$ cat config.mk
export PLATFORM = sky130hd
export DESIGN_NAME = fifo_sync_param
export DESIGN_NICKNAME = d
export VERILOG_FILES = /design/src/rtl/fifo_sync_param.sv
export SDC_FILE = /design/constraint.sdc
export NUM_CORES = 1
export LEC_CHECK = 0
export ABC_CLOCK_PERIOD_IN_PS = 9380
export CAP_MARGIN = 20
export CORE_ASPECT_RATIO = 0.6
export CORE_MARGIN = 2
export CORE_UTILIZATION = 35
export CTS_CLUSTER_SIZE = 20
export DETAILED_ROUTE_END_ITERATION = 16
export DONT_BUFFER_PORTS = 1
export GPL_TIMING_DRIVEN = 0
export PLACE_DENSITY = 0.51
export SYNTH_ARGS = -nofsm -noshare
export SYNTH_HDL_FRONTEND = slang
export SYNTH_SLANG_ARGS = --single-unit
$ cat constraint.sdc
create_clock -name clk -period 9.38 [get_ports clk]
set_input_delay 1.407 -clock clk [delete_from_list [all_inputs] [get_ports clk]]
set_output_delay 1.407 -clock clk [all_outputs]
set_load 0.005 [all_outputs]
$ cat src/rtl/fifo_sync_param.sv
// Parametrised single-clock FIFO with occupancy count, programmable almost-full/almost-empty
// flags, sticky overflow/underflow errors and selectable first-word-fall-through read mode.
module fifo_sync_param #(
    parameter int unsigned DATA_WIDTH = 32,
    parameter int unsigned ADDR_WIDTH = 3,
    parameter int unsigned AFULL_LVL  = 6,
    parameter int unsigned AEMPTY_LVL = 1,
    parameter int unsigned FWFT       = 0
) (
    input  logic                  clk,
    input  logic                  rst,
    input  logic                  wr,
    input  logic                  rd,
    input  logic [DATA_WIDTH-1:0] data_in,
    input  logic                  clr_err,
    output logic [DATA_WIDTH-1:0] data_out,
    output logic                  rd_valid,
    output logic                  full,
    output logic                  empt,
    output logic                  afull,
    output logic                  aempt,
    output logic [ADDR_WIDTH:0]   count,
    output logic                  ovf,
    output logic                  udf
);

    localparam int unsigned DEPTH = 1 << ADDR_WIDTH;
    localparam int unsigned PW    = ADDR_WIDTH + 1;

    localparam logic [ADDR_WIDTH:0] DEPTH_CNT  = PW'(DEPTH);
    localparam logic [ADDR_WIDTH:0] AFULL_CNT  = PW'(AFULL_LVL);
    localparam logic [ADDR_WIDTH:0] AEMPTY_CNT = PW'(AEMPTY_LVL);
    localparam logic [ADDR_WIDTH:0] PTR_ONE    = PW'(1);

    if (ADDR_WIDTH < 1 || ADDR_WIDTH > 10) begin : g_bad_addr_width
        $error("fifo_sync_param: ADDR_WIDTH out of range 1..10");
    end
    if (AFULL_LVL < 1 || AFULL_LVL > DEPTH) begin : g_bad_afull
        $error("fifo_sync_param: AFULL_LVL out of range 1..DEPTH");
    end
    if (AEMPTY_LVL > DEPTH - 1) begin : g_bad_aempty
        $error("fifo_sync_param: AEMPTY_LVL out of range 0..DEPTH-1");
    end

    logic [DATA_WIDTH-1:0] mem [DEPTH];

    logic [ADDR_WIDTH:0]   wr_ptr_q, wr_ptr_d;
    logic [ADDR_WIDTH:0]   rd_ptr_q, rd_ptr_d;
    logic [ADDR_WIDTH:0]   count_q, count_d;
    logic                  full_q, full_d;
    logic                  empt_q, empt_d;
    logic                  afull_q, afull_d;
    logic                  aempt_q, aempt_d;
    logic                  ovf_q, ovf_d;
    logic                  udf_q, udf_d;
    logic                  rd_acc;
    logic                  wr_acc;
    logic [ADDR_WIDTH-1:0] wr_idx;
    logic [ADDR_WIDTH-1:0] rd_idx;

    assign wr_idx = wr_ptr_q[ADDR_WIDTH-1:0];
    assign rd_idx = rd_ptr_q[ADDR_WIDTH-1:0];

    // A full FIFO still takes a write when a read frees a slot in the same cycle.
    assign rd_acc = rd & ~empt_q;
    assign wr_acc = wr & (~full_q | rd_acc);

    always_comb begin
        wr_ptr_d = wr_ptr_q;
        rd_ptr_d = rd_ptr_q;
        if (wr_acc) begin
            wr_ptr_d = wr_ptr_q + PTR_ONE;
        end
        if (rd_acc) begin
            rd_ptr_d = rd_ptr_q + PTR_ONE;
        end
        count_d = wr_ptr_d - rd_ptr_d;
        full_d  = (count_d == DEPTH_CNT);
        empt_d  = (count_d == '0);
        afull_d = (count_d >= AFULL_CNT);
        aempt_d = (count_d <= AEMPTY_CNT);
    end

    // A fresh error in the clearing cycle takes priority over clr_err.
    always_comb begin
        ovf_d = ovf_q;
        udf_d = udf_q;
        if (clr_err) begin
            ovf_d = 1'b0;
            udf_d = 1'b0;
        end
        if (wr && !wr_acc) begin
            ovf_d = 1'b1;
        end
        if (rd && !rd_acc) begin
            udf_d = 1'b1;
        end
    end

    always_ff @(posedge clk or negedge rst) begin
        if (!rst) begin
            wr_ptr_q <= '0;
            rd_ptr_q <= '0;
            count_q  <= '0;
            full_q   <= 1'b0;
            empt_q   <= 1'b1;
            afull_q  <= 1'b0;
            aempt_q  <= 1'b1;
            ovf_q    <= 1'b0;
            udf_q    <= 1'b0;
        end else begin
            wr_ptr_q <= wr_ptr_d;
            rd_ptr_q <= rd_ptr_d;
            count_q  <= count_d;
            full_q   <= full_d;
            empt_q   <= empt_d;
            afull_q  <= afull_d;
            aempt_q  <= aempt_d;
            ovf_q    <= ovf_d;
            udf_q    <= udf_d;
        end
    end

    always_ff @(posedge clk) begin
        if (wr_acc) begin
            mem[wr_idx] <= data_in;
        end
    end

    if (FWFT == 0) begin : g_std_read
        logic [DATA_WIDTH-1:0] data_out_q;
        logic                  rd_valid_q;

        // On pass-through the read samples the old word before the write lands.
        always_ff @(posedge clk or negedge rst) begin
            if (!rst) begin
                data_out_q <= '0;
                rd_valid_q <= 1'b0;
            end else begin
                rd_valid_q <= rd_acc;
                if (rd_acc) begin
                    data_out_q <= mem[rd_idx];
                end
            end
        end

        assign data_out = data_out_q;
        assign rd_valid = rd_valid_q;
    end else begin : g_fwft_read
        assign data_out = empt_q ? '0 : mem[rd_idx];
        assign rd_valid = ~empt_q;
    end

    assign full  = full_q;
    assign empt  = empt_q;
    assign afull = afull_q;
    assign aempt = aempt_q;
    assign count = count_q;
    assign ovf   = ovf_q;
    assign udf   = udf_q;

endmodule

After elaboration in Yosys (flattened, before gate mapping)
Memory sizes are Yosys's and may differ from the RTL's. A register that Yosys moved wholly into a read port is not among the register bits.
Cells that the tools add are included.

operators by class
  mux-type cells = 7
  reduce and logical (&&, ||, !) cells = 8
  bitwise logic cells = 5
  magnitude comparators = 2
  eq/ne operators = 1
  $add $sub $neg = 3

operators with widths
  cell                                                  count
  adder 4 x 1 -> 4 bit (second input constant)          2
  two-way mux 4 bit                                     2
  two-way mux 1 bit                                     5
  equality test 4 bit (second input constant)           1
  >= comparator 4 x 3 -> 1 bit (second input constant)  1
  <= comparator 4 x 1 -> 1 bit (second input constant)  1
  zero test 4 bit                                       1
  nonzero test 2 bit                                    2
  subtractor 4 bit                                      1
  zero test 1 bit                                       3
  bitwise AND 1 bit                                     2
  logical AND 1 bit                                     2
  inverter 1 bit                                        2
  OR 1 bit                                              1

word-level totals
  register bits after elaboration = 19
  input bits = 37
  memory bits (writable) = 256
  memories = 1
  word-level logic and storage cells = 37
  output and inout port bits = 43

memory list
  memory  depth  width  rd ports  clocked after memory_dff  wr ports  line  source
  mem     8      32     1         1                         1         45    logic [DATA_WIDTH-1:0] mem [DEPTH];

Depth between registers and ports, before layout
  depth after elaboration = 7
  depth in mapped cells = 11
  mapped depth without buffers = 10

Worst setup path before layout
Ideal clock, no wire load.

  path kind = input-to-reg
  from = input port rd
  to = memory mem[0][0], enable pin
  path buffers = 1
  stages on the path = 5
  required time = 8.879 ns
  path slack = 4.025 ns
  arrival time = 4.854 ns
  setup time = 0.501 ns
  path through = nand2b_1 > buf_4 > nand2_1 > nand2_1 > nor4_1

between the ends
  cells in the longest elaborated chain, start to end = 5

ends and longest elaborated chain
  element                                  line  source
  from (decl)                              13    input logic rd,
  bitwise AND 1 bit                        65    assign rd_acc = rd & ~empt_q;
  OR 1 bit                                 66    assign wr_acc = wr & (~full_q | rd_acc);
  bitwise AND 1 bit                        66
  two-way mux 1 bit                        125   if (wr_acc) begin
  two-way mux 1 bit (implied by the code)  126   mem[wr_idx] <= data_in;
  to (decl)                                45

Every way passes these cells.

Worst setup path in the final report
  from = input port rd
  to = register full_q (netlist: full)

between the ends
  elaborated cells on any way between the ends = 7
  those cells by class = 1 x add/sub; 1 x eq/ne; 2 x mux; 3 x bitwise

RTL lines
  element               line  source
  bitwise AND 1 bit     65
  two-way mux 4 bit     74    if (rd_acc) begin
  via rd_ptr_d[1]       48    logic [ADDR_WIDTH:0] rd_ptr_q, rd_ptr_d;
  subtractor 4 bit      77    count_d = wr_ptr_d - rd_ptr_d;
  via count_d[3]        49    logic [ADDR_WIDTH:0] count_q, count_d;
  equality test 4 bit   78    full_d = (count_d == DEPTH_CNT);
  via full_d            50    logic full_q, full_d;
  to (signal assigned)  115   full_q <= full_d;
  to (decl)             50

The timed path passes the listed nets, and every way through them passes these cells.
A chain may end at the register's enable or synchronous reset.

==> out/metrics.cfg <==
[yosys]
yosysUniqueCellTypes=34
yosysTopAreaCell=edfxtp_1
ys_ff_latch=307
synth_warnings=0
syn_inst=552
synth_area_per_cell_sq_um=20.9
synth_fp_nets=595
ys.flop_type=edfxtp_1
seq_area_frac_synth_pct=77.7
synth_area_leaders=edfxtp_1 67%, mux4_2 12%, dfrtp_1 11%
netlist.area_leader.share_pct=66.6
synth_edf_count=256
synth_area_sq_mm=0.0115
postSynth.asyncResetShare_pct=16.6

[power]
power.density_mw_per_mm2=311
clkPwrFrac_pct=27.2
power_switching_mw=1.23
ir_drop_mv=0.146
seq_power_share_pct=45.4
pwr-share-comb_pct=27.4
sw_frac_of_total_pct=29.6
intPower_mw=2.92
leakagePower_nw=4.49

[drt]
wl_um=25000
routedWlPerCell_um=23.7
vias=5266
ant_nets=0
firstDrtPassIters=4
drc_errors=0
dr.first_iter.drc_count=354
viasPerCell=5.00

[placed_design]
io_buffers=0
dp_hpwl_um=16500
place_area_sq_mm=0.0124
gp_congestion=0.721

[global_routing]
grt_overflow=0
antenna_found_initial=0
grt_usage_pct=15.0
grt_pass1_wl_um=37200
grt_start_max_net_pins=52
grt_pass1_vias=5594

[setup_path]
r2r_setup_slack_ns=6.20
crit_required_ns=9.80
rr_endpoint=full$_DFF_PN0_
cp.arrival_ns=3.68
timing.rr.start=rd_ptr_q[1]$_DFF_PN0_
crit_fanout=10
crit_path_start_kind=primary input
end_kind=register
worstSetupPathType=in -> reg
r2r_cells=10

[job]
maxCapViolations=0

[sta]
relSlewSlack_pct=40.8
finalSetupTns_ns=0
hold_violations=0
fmax_mhz=307
min_period_ns=3.26
worstMarginPinSlew_ns=0.888
finalClockSkew_ns=0.0181
setup-violations-final=0
finalCritPeriodShare_pct=34.8
maxSlewViolCount=0
rsz0062_at_grt=no

[clocking]
cts_root_buf=clkbuf_16
cts_inserted_buffers=29
cts_tree=done
postCtsHoldBufs=0
post_cts_buffers=0
clkSinkCount=307
clkLatencyLatePin_ns=0.56
ctsResizeCount=0
htree_levels=1
clk_path_buf_depth=3
cts.clk_slew.worst_paths_ns=0.06

[floorplan]
die-area_sq_mm=0.0345
start_util_pct=35.6
dieWidth_um=238
die-height_um=145
fp.coreArea_sq_mm=0.0324
ioPinCount=80
placementRows=51

[cells_and_area]
post-route-util_pct=41.1
num_antenna_cells=0
design_area_sq_mm=0.0133
drive_gt1_share_pct=25.3
area.growth.synth_to_final_pct=15.4
nets=650

[outcome]
status=finished clean

[worst_hold_path]
min_to=wr_ptr_q[3]$_DFF_PN0_
min_from=wr_ptr_q[3]$_DFF_PN0_
hold_depth=1
hold_path.class=reg -> reg

per-layer routing:
metal  global-route usage, %  routed length (um)
met1                    20.6               11200
met2                    24.0               11700
met3                    4.40                1750
met4                    3.03                 330
met5                       0                   0
cell usage after synthesis (all sizes together) (3+ instances only):
master and n:
o21ai 34, nor3 5, buf 12, inv 9
nand2 45, dfrtp 49, xnor2 3, xor2 4
edfxtp 256, ha 5, mux2i 32, clkbuf 14
mux4 64
sequential cells by signal (all words and copies together) (netlist names), 4 cells and up:
name      cells
data_out     32
wr_ptr_q      4
count         4
rd_ptr_q      4
mem         256
cells in the final DEF (no fill, tap or decap), types with 2 or more instances in the layout:
master	count
a21o_1	2
buf_12	3
buf_2	11
buf_4	5
buf_6	13
buf_8	4
clkbuf_1	24
clkbuf_16	29
clkbuf_8	5
clkinv_2	4
clkinvlp_4	2
dfrtp_1	49
dfstp_2	2
edfxtp_1	256
ha_1	5
inv_1	7
inv_2	2
mux2i_1	32
mux4_2	64
nand2_1	45
nor2_4	2
nor3_2	4
nor4_2	2
o21ai_1	33
xnor2_1	3
xor2_1	3
power groups by stage:
stage          registers (mW)  clock network [mW]  logic, mW
4_1_cts                  1.89                1.16       1.17
3_3_place_gp             1.93                   0       1.09
2_1_floorplan            1.87                   0      0.819
6_report                 1.88                1.13       1.14
5_1_grt                  1.91                1.22       1.26
3_5_place_dp             1.92                   0       1.17
worst max-delay path, stage by stage:
cell	delay [ns]
nand2b_1	0.05
buf_4	0.19
clkbuf_1	0.58
nand2_1	0.12
nand2_1	0.14
inv_1	0.08
ha_1	0.29
a21o_1	0.15
a21oi_1	0.16
xnor3_2	0.32
nor4b_1	0.17
stage by stage:
stage | hold WS [ns] | total power, mW | setup slack (ns) | instances
2_1_floorplan | 0.471 | 2.69 | 4.03 | 552
3_3_place_gp | 0.482 | 3.02 | 0.301 | 976
3_5_place_dp | 0.504 | 3.09 | 5.53 | 1000
4_1_cts | 0.513 | 4.22 | 6.08 | 1053
5_1_grt | 0.512 | 4.39 | 5.85 | 1053
6_report | 0.509 | 4.15 | 6.12 | 1053
cells by family after synthesis:
family / Yosys count / synth area share, %
AND/OR/NAND/NOR: 62 / 2.44
flip-flops: 307 / 77.7
multiplexers: 96 / 15.3
XOR/XNOR: 8 / 0.802
AO/OA/AOI/OAI: 38 / 1.79
buffers and inverters: 35 / 1.29
adder cells (fa/ha/maj): 6 / 0.716
cell type report:
type / instances / area (sq um)
Tap cell: 424 / 531
Timing Repair Buffer: 24 / 297
Clock inverter: 9 / 77.6
Clock buffer: 44 / 832
Buffer: 26 / 115
Multi-Input combinational cell: 210 / 2470
Sequential cell: 307 / 8970
Fill cell: 2843 / 19100
Inverter: 9 / 33.8
worst max-delay path by stage:
| stage | endpoint | from | depth (start not counted) |
|---|---|---|---|
| floorplan | mem[0][0]$_DFFE_PP_ | rd | 5 |
| global placement | mem[0][27]$_DFFE_PP_ | rd | 5 |
| global route | full$_DFF_PN0_ | rd_ptr_q[1]$_DFF_PN0_ | 10 |
| detailed placement | full$_DFF_PN0_ | rd | 11 |
| CTS | full$_DFF_PN0_ | rd_ptr_q[1]$_DFF_PN0_ | 10 |
| finish | full$_DFF_PN0_ | rd | 11 |
No activity file was read; power rests on OpenSTA's default activity.
